<file path="src/rtl/bcd_disp_mux_pkg.sv">
// ---------------------------------------------------------------------------
// bcd_disp_mux_pkg
//   Shared definitions for the 3-digit seven-segment display multiplexer:
//   digit-select state encoding and active-low segment patterns
//   (bit order g,f,e,d,c,b,a).
// ---------------------------------------------------------------------------
package bcd_disp_mux_pkg;

  typedef enum logic [1:0] {
    DIG0 = 2'd0,
    DIG1 = 2'd1,
    DIG2 = 2'd2
  } dig_sel_e;

  localparam logic [6:0] SSEG_0     = 7'h40;
  localparam logic [6:0] SSEG_1     = 7'h79;
  localparam logic [6:0] SSEG_2     = 7'h24;
  localparam logic [6:0] SSEG_3     = 7'h30;
  localparam logic [6:0] SSEG_4     = 7'h19;
  localparam logic [6:0] SSEG_5     = 7'h12;
  localparam logic [6:0] SSEG_6     = 7'h02;
  localparam logic [6:0] SSEG_7     = 7'h78;
  localparam logic [6:0] SSEG_8     = 7'h00;
  localparam logic [6:0] SSEG_9     = 7'h10;
  localparam logic [6:0] SSEG_DASH  = 7'h3F;
  localparam logic [6:0] SSEG_BLANK = 7'h7F;

endpackage

</file>
<file path="src/rtl/bcd_disp_mux_bcd_to_sseg.sv">
// ---------------------------------------------------------------------------
// bcd_to_sseg
//   Combinational BCD to active-low seven-segment decoder.
//   Ports:
//     bcd_i   [3:0]  BCD digit; codes 10..15 render as a dash
//     blank_i        force all segments off
//     seg_o   [6:0]  active-low segments g,f,e,d,c,b,a
// ---------------------------------------------------------------------------
module bcd_to_sseg
  import bcd_disp_mux_pkg::*;
(
  input  logic [3:0] bcd_i,
  input  logic       blank_i,
  output logic [6:0] seg_o
);

  always_comb begin
    seg_o = SSEG_DASH;
    if (blank_i) begin
      seg_o = SSEG_BLANK;
    end else begin
      case (bcd_i)
        4'd0:    seg_o = SSEG_0;
        4'd1:    seg_o = SSEG_1;
        4'd2:    seg_o = SSEG_2;
        4'd3:    seg_o = SSEG_3;
        4'd4:    seg_o = SSEG_4;
        4'd5:    seg_o = SSEG_5;
        4'd6:    seg_o = SSEG_6;
        4'd7:    seg_o = SSEG_7;
        4'd8:    seg_o = SSEG_8;
        4'd9:    seg_o = SSEG_9;
        default: seg_o = SSEG_DASH;
      endcase
    end
  end

endmodule

</file>
<file path="src/rtl/bcd_disp_mux.sv">
// ---------------------------------------------------------------------------
// bcd_disp_mux
//   Time-multiplexed 3-digit common-anode seven-segment driver. Each digit is
//   lit for DIV cycles; inputs are snapshotted once per 3*DIV-cycle frame so
//   the display never tears, and frame_tick pulses for the first cycle of
//   each new frame.
//   Parameters:
//     DIV            cycles per digit (>= 2)
//   Ports:
//     clk, rst_n     clock, asynchronous active-low reset
//     in0/in1/in2    BCD units/tens/hundreds digits
//     dp_in  [2:0]   decimal point request per digit, active-high
//     an     [2:0]   digit anodes, active-low
//     sseg   [7:0]   segments, active-low; [7]=dp, [6:0]=g..a
//     frame_tick     one-cycle pulse when a new snapshot is taken
//   Build option:
//     LEADING_ZERO_BLANK_EN  blank leading zeros on digits 2 and 1
// ---------------------------------------------------------------------------
module bcd_disp_mux
  import bcd_disp_mux_pkg::*;
#(
  parameter int unsigned DIV = 50000
) (
  input  logic       clk,
  input  logic       rst_n,
  input  logic [3:0] in0,
  input  logic [3:0] in1,
  input  logic [3:0] in2,
  input  logic [2:0] dp_in,
  output logic [2:0] an,
  output logic [7:0] sseg,
  output logic       frame_tick
);

  localparam int unsigned CNT_W = (DIV > 1) ? $clog2(DIV) : 1;

  logic [CNT_W-1:0] cnt_q, cnt_d;
  logic             tick;
  dig_sel_e         sel_q, sel_d;
  logic [3:0]       sh0_q, sh1_q, sh2_q;
  logic [2:0]       shdp_q;
  logic             snap;
  logic             lz1, lz2;
  logic [3:0]       digit;
  logic             blank;
  logic             dp_on;
  logic [6:0]       seg;
  logic [2:0]       an_d;
  logic [7:0]       sseg_d;
  logic [2:0]       an_q;
  logic [7:0]       sseg_q;
  logic             frame_tick_q;

  // Refresh counter
  assign tick  = (cnt_q == CNT_W'(DIV - 1));
  assign cnt_d = tick ? '0 : cnt_q + 1'b1;

  // Digit-select FSM: state register
  always_ff @(posedge clk or negedge rst_n) begin
    if (!rst_n) begin
      cnt_q <= '0;
      sel_q <= DIG0;
    end else begin
      cnt_q <= cnt_d;
      sel_q <= sel_d;
    end
  end

  // Digit-select FSM: next state; an illegal encoding falls back to DIG0
  always_comb begin
    sel_d = sel_q;
    if (tick) begin
      case (sel_q)
        DIG0:    sel_d = DIG1;
        DIG1:    sel_d = DIG2;
        default: sel_d = DIG0;
      endcase
    end
  end

  // Snapshot at the DIG2 -> DIG0 boundary so a whole frame shows one value
  assign snap = tick && (sel_q == DIG2);

  always_ff @(posedge clk or negedge rst_n) begin
    if (!rst_n) begin
      sh0_q        <= '0;
      sh1_q        <= '0;
      sh2_q        <= '0;
      shdp_q       <= '0;
      frame_tick_q <= 1'b0;
    end else begin
      frame_tick_q <= snap;
      if (snap) begin
        sh0_q  <= in0;
        sh1_q  <= in1;
        sh2_q  <= in2;
        shdp_q <= dp_in;
      end
    end
  end

`ifdef LEADING_ZERO_BLANK_EN
  assign lz2 = (sh2_q == 4'd0);
  assign lz1 = (sh2_q == 4'd0) && (sh1_q == 4'd0);
`else
  assign lz2 = 1'b0;
  assign lz1 = 1'b0;
`endif

  // Digit-select FSM: output decode for the currently selected digit
  always_comb begin
    digit = '0;
    blank = 1'b1;
    dp_on = 1'b0;
    an_d  = '1;
    case (sel_q)
      DIG0: begin
        digit = sh0_q;
        blank = 1'b0;
        dp_on = shdp_q[0];
        an_d  = 3'b110;
      end
      DIG1: begin
        digit = sh1_q;
        blank = lz1;
        dp_on = shdp_q[1];
        an_d  = 3'b101;
      end
      DIG2: begin
        digit = sh2_q;
        blank = lz2;
        dp_on = shdp_q[2];
        an_d  = 3'b011;
      end
      default: ;
    endcase
    sseg_d = {~dp_on, seg};
  end

  bcd_to_sseg u_dec (
    .bcd_i   (digit),
    .blank_i (blank),
    .seg_o   (seg)
  );

  always_ff @(posedge clk or negedge rst_n) begin
    if (!rst_n) begin
      an_q   <= '1;
      sseg_q <= '1;
    end else begin
      an_q   <= an_d;
      sseg_q <= sseg_d;
    end
  end

  assign an         = an_q;
  assign sseg       = sseg_q;
  assign frame_tick = frame_tick_q;

endmodule

</file>
<file path="config.mk">
export PLATFORM = sky130hd
export DESIGN_NAME = bcd_disp_mux
export DESIGN_NICKNAME = d
export VERILOG_FILES = /design/src/rtl/bcd_disp_mux_pkg.sv /design/src/rtl/bcd_disp_mux_bcd_to_sseg.sv /design/src/rtl/bcd_disp_mux.sv
export SDC_FILE = /design/constraint.sdc
export NUM_CORES = 1
export LEC_CHECK = 0
export ABC_AREA = 1
export BUFFER_PORTS_ARGS = -buffer_cell sky130_fd_sc_hd__buf_2
export CORE_MARGIN = 3
export CORE_UTILIZATION = 31
export CTS_CLUSTER_DIAMETER = 100
export DETAILED_ROUTE_END_ITERATION = 12
export PLACE_DENSITY_LB_ADDON = 0.2
export SYNTH_ARGS = -nofsm -noshare
export SYNTH_HDL_FRONTEND = slang
export SYNTH_SLANG_ARGS = --single-unit
</file>
<file path="constraint.sdc">
create_clock -name clk -period 3.3 [get_ports clk]
set_clock_uncertainty 0.15 [all_clocks]
set_input_delay 0.165 -clock clk [delete_from_list [all_inputs] [get_ports clk]]
set_output_delay 0.165 -clock clk [all_outputs]
set_load 0.05 [all_outputs]
</file>
==> metrics.md, run 1 <==
| Metric | Value |
|---|---|
| Total Routed Length | 4.90 mm |
| Critical Path AT | 2.10 ns |
| Setup bufs post-CTS | 0 |
| Met2 Wirelength | 2.24 mm |
| Largest net degree at the start of global routing | 46 |
| Syn_nets | 294 |
| Gr usage total | 12.5% |
| Seq/Total Area, Yosys | 49.3% |
| Non-Filler Instances | 413 |
| Cells after synthesis | 271 |
| RSZ-0062 raised after global routing | false |
| Clock latency on the worst-skew pair | 0.30 ns |
| Register area | 1140 um^2 |
| Required @ worst endpoint | 3.38 ns |
| Initial DRC Count | 96 |
| Commonest non-fill, non-tap cell in the layout | nand2_1 |
| Final setup violation count | 0 |
| Die H | 92.3 um |
| Top cell type by total area after synthesis | dfrtp_1 |
| Share of cells above drive strength 1 | 18.6% |
| Synth top area share | 36.8% |
| Rel. slew slack | 31.3% |
| Cell row count | 30 |
| Antenna Cells | 0 |
| DR vias/cell | 4.42 |
| H-tree depth | 2 |
| Period utilisation layout | 61.2% |
| Worst VDD drop | 0.000154 V |
| Bufs on Longest Clock Path | 2 |
| Via count | 1827 |
| Status | complete, no violations |
| Critical path class | register to register |
| Drt pass-1 iters | 4 |
| Die W | 92.3 um |
| Crit. End Element | register |
| Cell Area, Placed | 2500 um^2 |
| Gpl congestion | 0.784 |
| GRT Residual Overflow | 0 |
| Synth Area per Inst | 8.52 um^2 |
| Met3 WL | 159 um |
| Inst Count DP | 389 |
| Multi-input gate area | 978 um^2 |
| Ys Warns | 0 |
| Port Buffers | 28 |
| Post-synthesis cell area | 2310 um^2 |
| TritonCTS Buffers | 5 |
| Total power density per cell area | 342 nW/um^2 |
| Startpoint types | register |
| Nets | 339 |
| CTS tree | built |
| Synthesis-stage register bit count | 45 |
| Synth top area cells | dfrtp_1 (37%), dfstp_2 (13%), nand2_1 (13%) |
| P_leak | 1.41 nW |
| Post-DP HPWL | 3.53 mm |
| Commonest non-fill, non-tap cells in the layout | nand2_1 (77), dfrtp_1 (34), nor2_1 (31) |
| Clock transition at path regs | 0.09 ns |
| Sink Count | 45 |
| Worst hold margin | 0.289 ns |
| Full die area | 8520 um^2 |
| CP max FO | 8 |
| Ys async rst share | 100% |
| Root Driver | clkbuf_8 |
| Max-cap violation count | 0 |
| First-pass GRT wire length | 8.51 mm |
| Core area | 7020 um^2 |
| Top-level I/O count | 29 |
| Cell area after layout | 2760 um^2 |
| Tmin final | 2.02 ns |
| Antenna-violating nets left | 0 |
| Vias in the first global route | 1758 |
| Hold Vio Cnt, Final | 0 |
| Avg WL per Cell | 11.9 um |
| Achievable clock frequency | 495 MHz |
| Met1 WL | 2.43 mm |
| Setup TNS | 0 ns |
| Synthesis-to-layout area growth | 19.3% |
| Worst Tran Pin Value | 1.03 ns |
| Number of enable flip-flop cells after synthesis | 0 |
| Ys flop type | dfrtp_1 |
| Highest Signal Layer | met4 |
| Slew Viols, Final | 0 |
| Hold Crit Class | register to register |
| Fillers | 739 |
| Initial core utilization | 32.9% |
| Antenna violations before repair | 0 |
| DRC viols | 0 |
| Netlist cell types | 25 |
==> worst max-delay path: stages (launching register included) <==
cell,delay (ns)
dfrtp_1,0.51
inv_1,0.17
nand2_1,0.16
nor2_1,0.07
nor2_2,0.22
inv_1,0.10
ha_1,0.30
inv_1,0.05
nand2_1,0.06
nand3_1,0.09
nand3_1,0.07
==> power by group <==
group | leakage (nW) | switching (mW) | internal [mW]
clock | 0.0445 | 0.205 | 0.151
sequential | 0.497 | 0 | 0.552
combinational | 0.865 | 0.0153 | 0.0188
total | 1.41 | 0.220 | 0.721
==> what timing repair did <==
item                                   CTS  global route
endpoints found under the hold margin   49             0
gates resized for setup                  0             0
hold buffers                            16             0
==> synthesized netlist by cell type (3+ instances only) <==
master   instances
nor2_8           3
nand3_1         28
dfrtp_1         34
xor2_1           9
nand4_1         19
inv_1           28
ha_1             6
nor2_1          31
nand2_1         77
dfstp_2         11
inv_2            4
==> per-layer routing <==
layer	up-vias	GRT usage [%]
met5	-	0
li1	953	-
met1	841	16.7
met2	28	20.3
met4	0	3.71
met3	5	2.84
==> stage by stage <==
step	total power [mW]	utilization, %	setup WS, ns
2_1_floorplan	0.562	-	1.63
6_report	0.941	39.3	1.28
3_5_place_dp	0.583	35.7	1.30
3_3_place_gp	0.583	35.7	1.28
5_1_grt	0.991	39.3	1.08
4_1_cts	0.957	39.3	1.28
==> final cells by class <==
cell class / instances / area share, %
inverters: 33 / 4.59
flip-flops and latches: 45 / 41.4
repair buffers: 44 / 10.9
multi-input cells: 187 / 35.5
clock buffers: 5 / 2.50
well taps: 96 / 4.36
clock inverters: 3 / 0.772
==> worst paths after layout <==
| path | slack, ns | from | endpoint | cells past startpoint |
|---|---|---|---|---|
| worst max-delay path | 1.28 | sel_q[1]$_DFFE_PN0N_ | sseg[3]$_DFF_PN1_ | 10 |
| worst min-delay path | 0.29 | shdp_q[2]$_DFFE_PN0P_ | sseg[7]$_DFF_PN1_ | 1 |
| worst max register to register | 1.28 | sel_q[1]$_DFFE_PN0N_ | sseg[3]$_DFF_PN1_ | 10 |
| worst min register to register | 0.29 | shdp_q[2]$_DFFE_PN0P_ | sseg[7]$_DFF_PN1_ | 1 |
| max in group asynchronous | 1.93 | rst_n | cnt_q[1]$_DFF_PN0_ | 2 |
| min in group asynchronous | 0.42 | rst_n | cnt_q[7]$_DFF_PN0_ | 2 |
==> registers in the layout (all words and copies together), names as in the netlist <==
register	flops
sh0_q	4
shdp_q	3
sel_q	2
frame_tick	1
an	3
sh2_q	4
sseg	8
sh1_q	4
cnt_q	16
==> kinds of logic (layout without fill, tap and decap cells) <==
| kind of cell | count (synthesis) | after routing | synth area share, % |
|---|---|---|---|
| compound gates | 7 | 7 | 1.90 |
| xor+xnor | 10 | 10 | 3.79 |
| fa+ha+maj | 6 | 6 | 3.25 |
| buf+inv | 39 | 85 | 8.29 |
| flops | 45 | 45 | 49.4 |
| simple gates | 164 | 164 | 33.4 |
Power figures use the tool's default switching activity.
==> run 2, diff against run 1 <==
- clock period: 3.3 -> 1.9 ns (I/O delays scaled with it)
==> run 2 against run 1 <==
  * Sequential cell count is the same
  * Sequential share of layout area down 0.90 points
  * Sequential power rose by 74%
  * Cell area increased by 2.5%
  * Combinational power increased by 76%
  * Setup slack lost 1.1 ns
  * Final cell count grew 1.7%
  * Power up 72%
  * Clock power is 70% higher
  * Via count rose by 0.66%
  * Critical path depth shrank 2
  * Highest routed layer unchanged
==> metrics.md, run 2 (synthesis results as in run 1) <==
| Metric | Value |
|---|---|
| Pre-CTS setup slack | 0.0623 ns |
| Startpoint types | register |
| Worst Tran Pin Value | 0.553 ns |
| Drt pass-1 iters | 4 |
| Initial DRC Count | 81 |
| Critical path class | register to register |
| Nets | 346 |
| Setup crit start | cnt_q[0]$_DFF_PN0_ |
| CP endpoint | sh1_q[3]$_DFFE_PN0P_ |
| Inst Count DP | 396 |
| Max reg flops | 16 |
| Status | complete, no violations |
| Die H | 92.3 um |
| Combinational fraction of design power | 3.7% |
| Clock share of power | 37.3% |
| Period utilisation layout | 88.6% |
| Antenna Cells | 0 |
| DRC viols | 0 |
| Rel. slew slack | 63.1% |
| Root Driver | clkbuf_8 |
| Bufs on Longest Clock Path | 2 |
| Final setup violation count | 0 |
| Sw Share | 22.8% |
| Initial core utilization | 32.9% |
| Setup bufs post-CTS | 0 |
| Hold Crit Class | primary input to async pin |
| First-pass GRT wire length | 8.34 mm |
| RR Endpoint | sh1_q[3]$_DFFE_PN0P_ |
| Reg2Reg Setup Slack | 0.22 ns |
| Via count | 1839 |
| Total power density per cell area | 575 nW/um^2 |
| Core area | 7020 um^2 |
| Gpl congestion | 0.866 |
| CP max stage cell | dfrtp_1 |
| Cell row count | 30 |
| Slew Viols, Final | 0 |
| Clock transition at path regs | 0.09 ns |
| Max-cap violation count | 0 |
| Power Total | 1.62 mW |
| Total Routed Length | 4.79 mm |
| Worst VDD drop | 0.000220 V |
| Antenna violations before repair | 0 |
| Largest net degree at the start of global routing | 46 |
| Top-level I/O count | 29 |
| TritonCTS Buffers | 5 |
| Fin worst setup slack | 0.216 ns |
| Commonest non-fill, non-tap cells in the layout | nand2_1 (77), dfrtp_1 (32), nor2_1 (30) |
| Largest Register | cnt_q |
| H-tree depth | 2 |
| DR vias/cell | 4.38 |
| CTS tree | built |
| Sequential Power Share | 59.0% |
| Required @ worst endpoint | 1.95 ns |
| GRT Residual Overflow | 0 |
| Full die area | 8520 um^2 |
| Crit. End Element | register |
| Synthesis-to-layout area growth | 22.2% |
| Reg2reg path depth | 8 |
| Int Power | 1.25 mW |
| Die W | 92.3 um |
| Post-DP HPWL | 3.60 mm |
| Port Buffers | 28 |
| Gr usage total | 12.2% |
| Tmin final | 1.68 ns |
| Non-Filler Instances | 420 |
| CP peak stage delay | 0.38 ns |
| Commonest non-fill, non-tap cell in the layout | nand2_1 |
| Achievable clock frequency | 594 MHz |
| Critical Path AT | 1.74 ns |
| Switch Pwr | 0.370 mW |
| Vias in the first global route | 1735 |
| Avg WL per Cell | 11.4 um |
| Hold Vio Cnt, Final | 0 |
| R2R Path Start | cnt_q[0]$_DFF_PN0_ |
| Sink Count | 45 |
| P_leak | 1.44 nW |
| Antenna-violating nets left | 0 |
| CP Cell Sequence | ha_1 -> nand2_2 -> nor2_8 -> inv_2 -> nor2_8 -> nand3_4 -> nand2_1 -> nand2_1 |
| Clock latency on the worst-skew pair | 0.30 ns |
| CP max FO | 16 |
| Share of cells above drive strength 1 | 21.9% |
-- run 2: cell count changes in the layout (fill, tap and decap cells not counted), sizes merged --
cell | before | now
buf | 28 | 35
-- run 2: power groups by stage --
stage	Sequential, mW	Combinational (mW)	Clock, mW
after CTS	0.958	0.0625	0.638
final	0.958	0.0600	0.605
after detailed placement	0.976	0.0378	0
after global placement	0.976	0.0374	0
after global routing	0.958	0.0688	0.662
-- run 2: cell type report --
cell class                      instances  area (um^2)
Fill cell                             747         4200
Sequential cell                        45         1140
Multi-Input combinational cell        187          991
Timing Repair Buffer                   51          353
Inverter                               33          126
Tap cell                               96          120
Clock buffer                            5         68.8
Clock inverter                          3         21.3
-- run 2: through the flow --
| step | util, % | setup TNS, ns | area, um^2 | hold slack, ns |
|---|---|---|---|---|
| global route | 40.2 | -0.0139 | 2820 | 0.318 |
| floorplan | - | 0 | 2310 | -0.351 |
| CTS | 40.0 | 0 | 2810 | 0.269 |
| global placement | 36.4 | 0 | 2560 | 0.0689 |
| finish | 40.2 | 0 | 2820 | 0.246 |
| detailed placement | 36.4 | 0 | 2560 | 0.0658 |
-- run 2: how the worst min path moves through the flow --
stage | start | end | slack, ns
3_3_place_gp | rst_n | cnt_q[14]$_DFF_PN0_ | 0.07
3_5_place_dp | rst_n | cnt_q[15]$_DFF_PN0_ | 0.07
4_1_cts | rst_n | shdp_q[1]$_DFFE_PN0P_ | 0.27
6_report | rst_n | cnt_q[10]$_DFF_PN0_ | 0.25
5_1_grt | shdp_q[2]$_DFFE_PN0P_ | sseg[7]$_DFF_PN1_ | 0.32
2_1_floorplan | rst_n | cnt_q[0]$_DFF_PN0_ | -0.35
-- run 2: what timing repair did --
item,in CTS,in global routing
gates resized for setup,0,6
hold endpoints to repair,49,0
setup endpoints to repair,0,6
hold buffers,16,0
-- run 2: routing by layer --
| layer | GRT usage [%] | share of wire, % | wire, um |
|---|---|---|---|
| met4 | 4.83 | 1.5 | 74 |
| met5 | 0 | 0 | 0 |
| met1 | 17.5 | 51 | 2420 |
| met3 | 2.36 | 3.5 | 167 |
| met2 | 18.0 | 44 | 2130 |
-- run 2: critical path: cells and delay by family, from the launching register on --
| kind | cells | cell delay [ns] |
|---|---|---|
| buf+inv | 1 | 0.06 |
| flops | 1 | 0.38 |
| simple gates | 6 | 0.78 |
| fa+ha+maj | 1 | 0.21 |
==> run 3, diff against run 2 <==
- CORE_MARGIN: 3 -> 2
==> run 3 against run 2 <==
  * Hold slack got worse by 0.0013 ns
  * Cell area down 0.71%
  * Sequential power is essentially flat
  * Clock power about the same
  * Wire length rose by 2.3%
  * Critical endpoint is now sseg[3]$_DFF_PN1_
  * Largest cell class unchanged
  * Largest power group unchanged
==> metrics.md, run 3 (synthesis results as in run 1) <==
| Metric | Value |
|---|---|
| Status | complete, no violations |
| Initial DRC Count | 67 |
| Clock latency on the worst-skew pair | 0.31 ns |
| Antenna Cells | 0 |
| Antenna violations before repair | 0 |
| Commonest non-fill, non-tap cell in the layout | nand2_1 |
| CP Cell Sequence | inv_2 -> nand3_1 -> nand2_1 -> nor2_4 -> inv_1 -> ha_1 -> inv_1 -> nand2_1 -> nand3_1 -> nand3_1 |
| Period utilisation layout | 93.6% |
| Vias in the first global route | 1845 |
| Critical Path AT | 1.86 ns |
| Achievable clock frequency | 562 MHz |
| P_leak | 1.43 nW |
| Share of cells above drive strength 1 | 21.2% |
| H-tree depth | 2 |
| CP max stage cell | dfrtp_2 |
| WP depth | 10 |
| Initial core utilization | 32.0% |
| Gr usage total | 12.9% |
| Slew Viols, Final | 0 |
| Nets | 343 |
| Die W | 90.3 um |
| CP max FO | 9 |
| Via count | 1862 |
| Sink Count | 45 |
| Reg2reg path depth | 10 |
| Fin worst setup slack | 0.122 ns |
| Pre-CTS setup slack | 0.0447 ns |
| Largest net degree at the start of global routing | 46 |
| Total Routed Length | 4.90 mm |
| Crit. End Element | register |
| Rel. slew slack | 61.8% |
| Cell row count | 31 |
| Tmin final | 1.78 ns |
| GRT Residual Overflow | 0 |
| Max reg flops | 16 |
| Top cell by count, worst path | nand3_1 |
| Layout Utilization | 38.8% |
| Hold Crit Class | primary input to async pin |
| Setup bufs post-CTS | 0 |
| Drt pass-1 iters | 4 |
| Gpl congestion | 0.836 |
| Avg WL per Cell | 11.7 um |
| Setup TNS | 0 ns |
| Power Total | 1.62 mW |
| Critical path class | register to register |
| Fillers | 780 |
| Port Buffers | 28 |
| Worst Tran Pin Value | 0.574 ns |
| Largest Register | cnt_q |
| Root Driver | clkbuf_8 |
| CP peak stage delay | 0.48 ns |
| Total power density per cell area | 578 nW/um^2 |
| Startpoint types | register |
| Top-level I/O count | 29 |
| TritonCTS Buffers | 5 |
| Full die area | 8160 um^2 |
| DRC viols | 0 |
| Reg2Reg Setup Slack | 0.12 ns |
| First-pass GRT wire length | 8.44 mm |
| Multi-input gate area | 993 um^2 |
| Post-DP HPWL | 3.51 mm |
| Top delay family on crit path | simple AND/OR/NAND/NOR gates |
| Required @ worst endpoint | 1.98 ns |
| Final setup violation count | 0 |
| Synthesis-to-layout area growth | 21.3% |
| Clock transition at path regs | 0.09 ns |
| Die H | 90.3 um |
| Worst VDD drop | 0.000300 V |
| Worst Path Buf+Inv | 3 |
| CTS tree | built |
| Core area | 7210 um^2 |
| Hold Vio Cnt, Final | 0 |
| Commonest non-fill, non-tap cells in the layout | nand2_1 (77), dfrtp_1 (32), nor2_1 (29) |
| Register area | 1140 um^2 |
| Max-cap violation count | 0 |
| DR vias/cell | 4.43 |
| Bufs on Longest Clock Path | 2 |
| Antenna-violating nets left | 0 |
[run 3: cell count changes in the layout (fill, tap and decap cells not counted)]
cell      previous run  this run
clkinv_2             1         2
nor2_4               1         2
nand3_2              1         0
nor2_1              30        29
buf_4                7         4
nand3_1             27        28
inv_6                1         0
[run 3: final timing paths]
kind / from / endpoint
hold / removal: rst_n / cnt_q[1]$_DFF_PN0_
min in group clk: shdp_q[2]$_DFFE_PN0P_ / sseg[7]$_DFF_PN1_
setup reg to reg: sel_q[0]$_DFFE_PN0N_ / sseg[3]$_DFF_PN1_
hold reg to reg: shdp_q[2]$_DFFE_PN0P_ / sseg[7]$_DFF_PN1_
setup / recovery: sel_q[0]$_DFFE_PN0N_ / sseg[3]$_DFF_PN1_
max in group asynchronous: rst_n / sel_q[0]$_DFFE_PN0N_
[run 3: layout make-up]
type                    instances  area share, %
inverters                      33           4.51
clock inverters                 3          0.625
repair buffers                 48           11.8
clock buffers                   5           2.46
well taps                      99           4.42
multi-input cells             187           35.4
flip-flops and latches         45           40.8
[run 3: report_power, final]
group	switching [mW]	total [mW]	leakage (nW)	internal [mW]
clock network	0.347	0.602	0.0439	0.254
registers	0	0.958	0.494	0.958
logic	0.0267	0.0607	0.892	0.0340
total	0.374	1.62	1.43	1.25
[run 3: routing by layer]
layer,up-vias,share of wire [%],wire length (um),global-route usage (%)
met2,27,46,2250,21.4
met1,869,49,2410,16.2
met5,-,0,0,0
met3,6,3.2,157,3.01
li1,960,-,-,-
met4,0,1.7,84,5.13
[run 3: what timing repair did]
| item | CTS | global route |
|---|---|---|
| hold buffers | 16 | 0 |
| hold endpoints to repair | 49 | 0 |
| endpoints found under the setup margin | 0 | 5 |
| resized for setup | 0 | 7 |
[run 3: through the flow]
stage | hold WS (ns) | cells | instance area (um^2)
floorplan | -0.351 | 271 | 2310
global placement | 0.0648 | 396 | 2540
detailed placement | 0.0710 | 396 | 2540
CTS | 0.274 | 420 | 2790
global route | 0.330 | 420 | 2800
finish | 0.245 | 420 | 2800
[run 3: tightest hold or removal path, cell delays in order]
cell and delay, ns:
dlygate4sd3_1 0.52, buf_2 0.09, buf_4 0.46
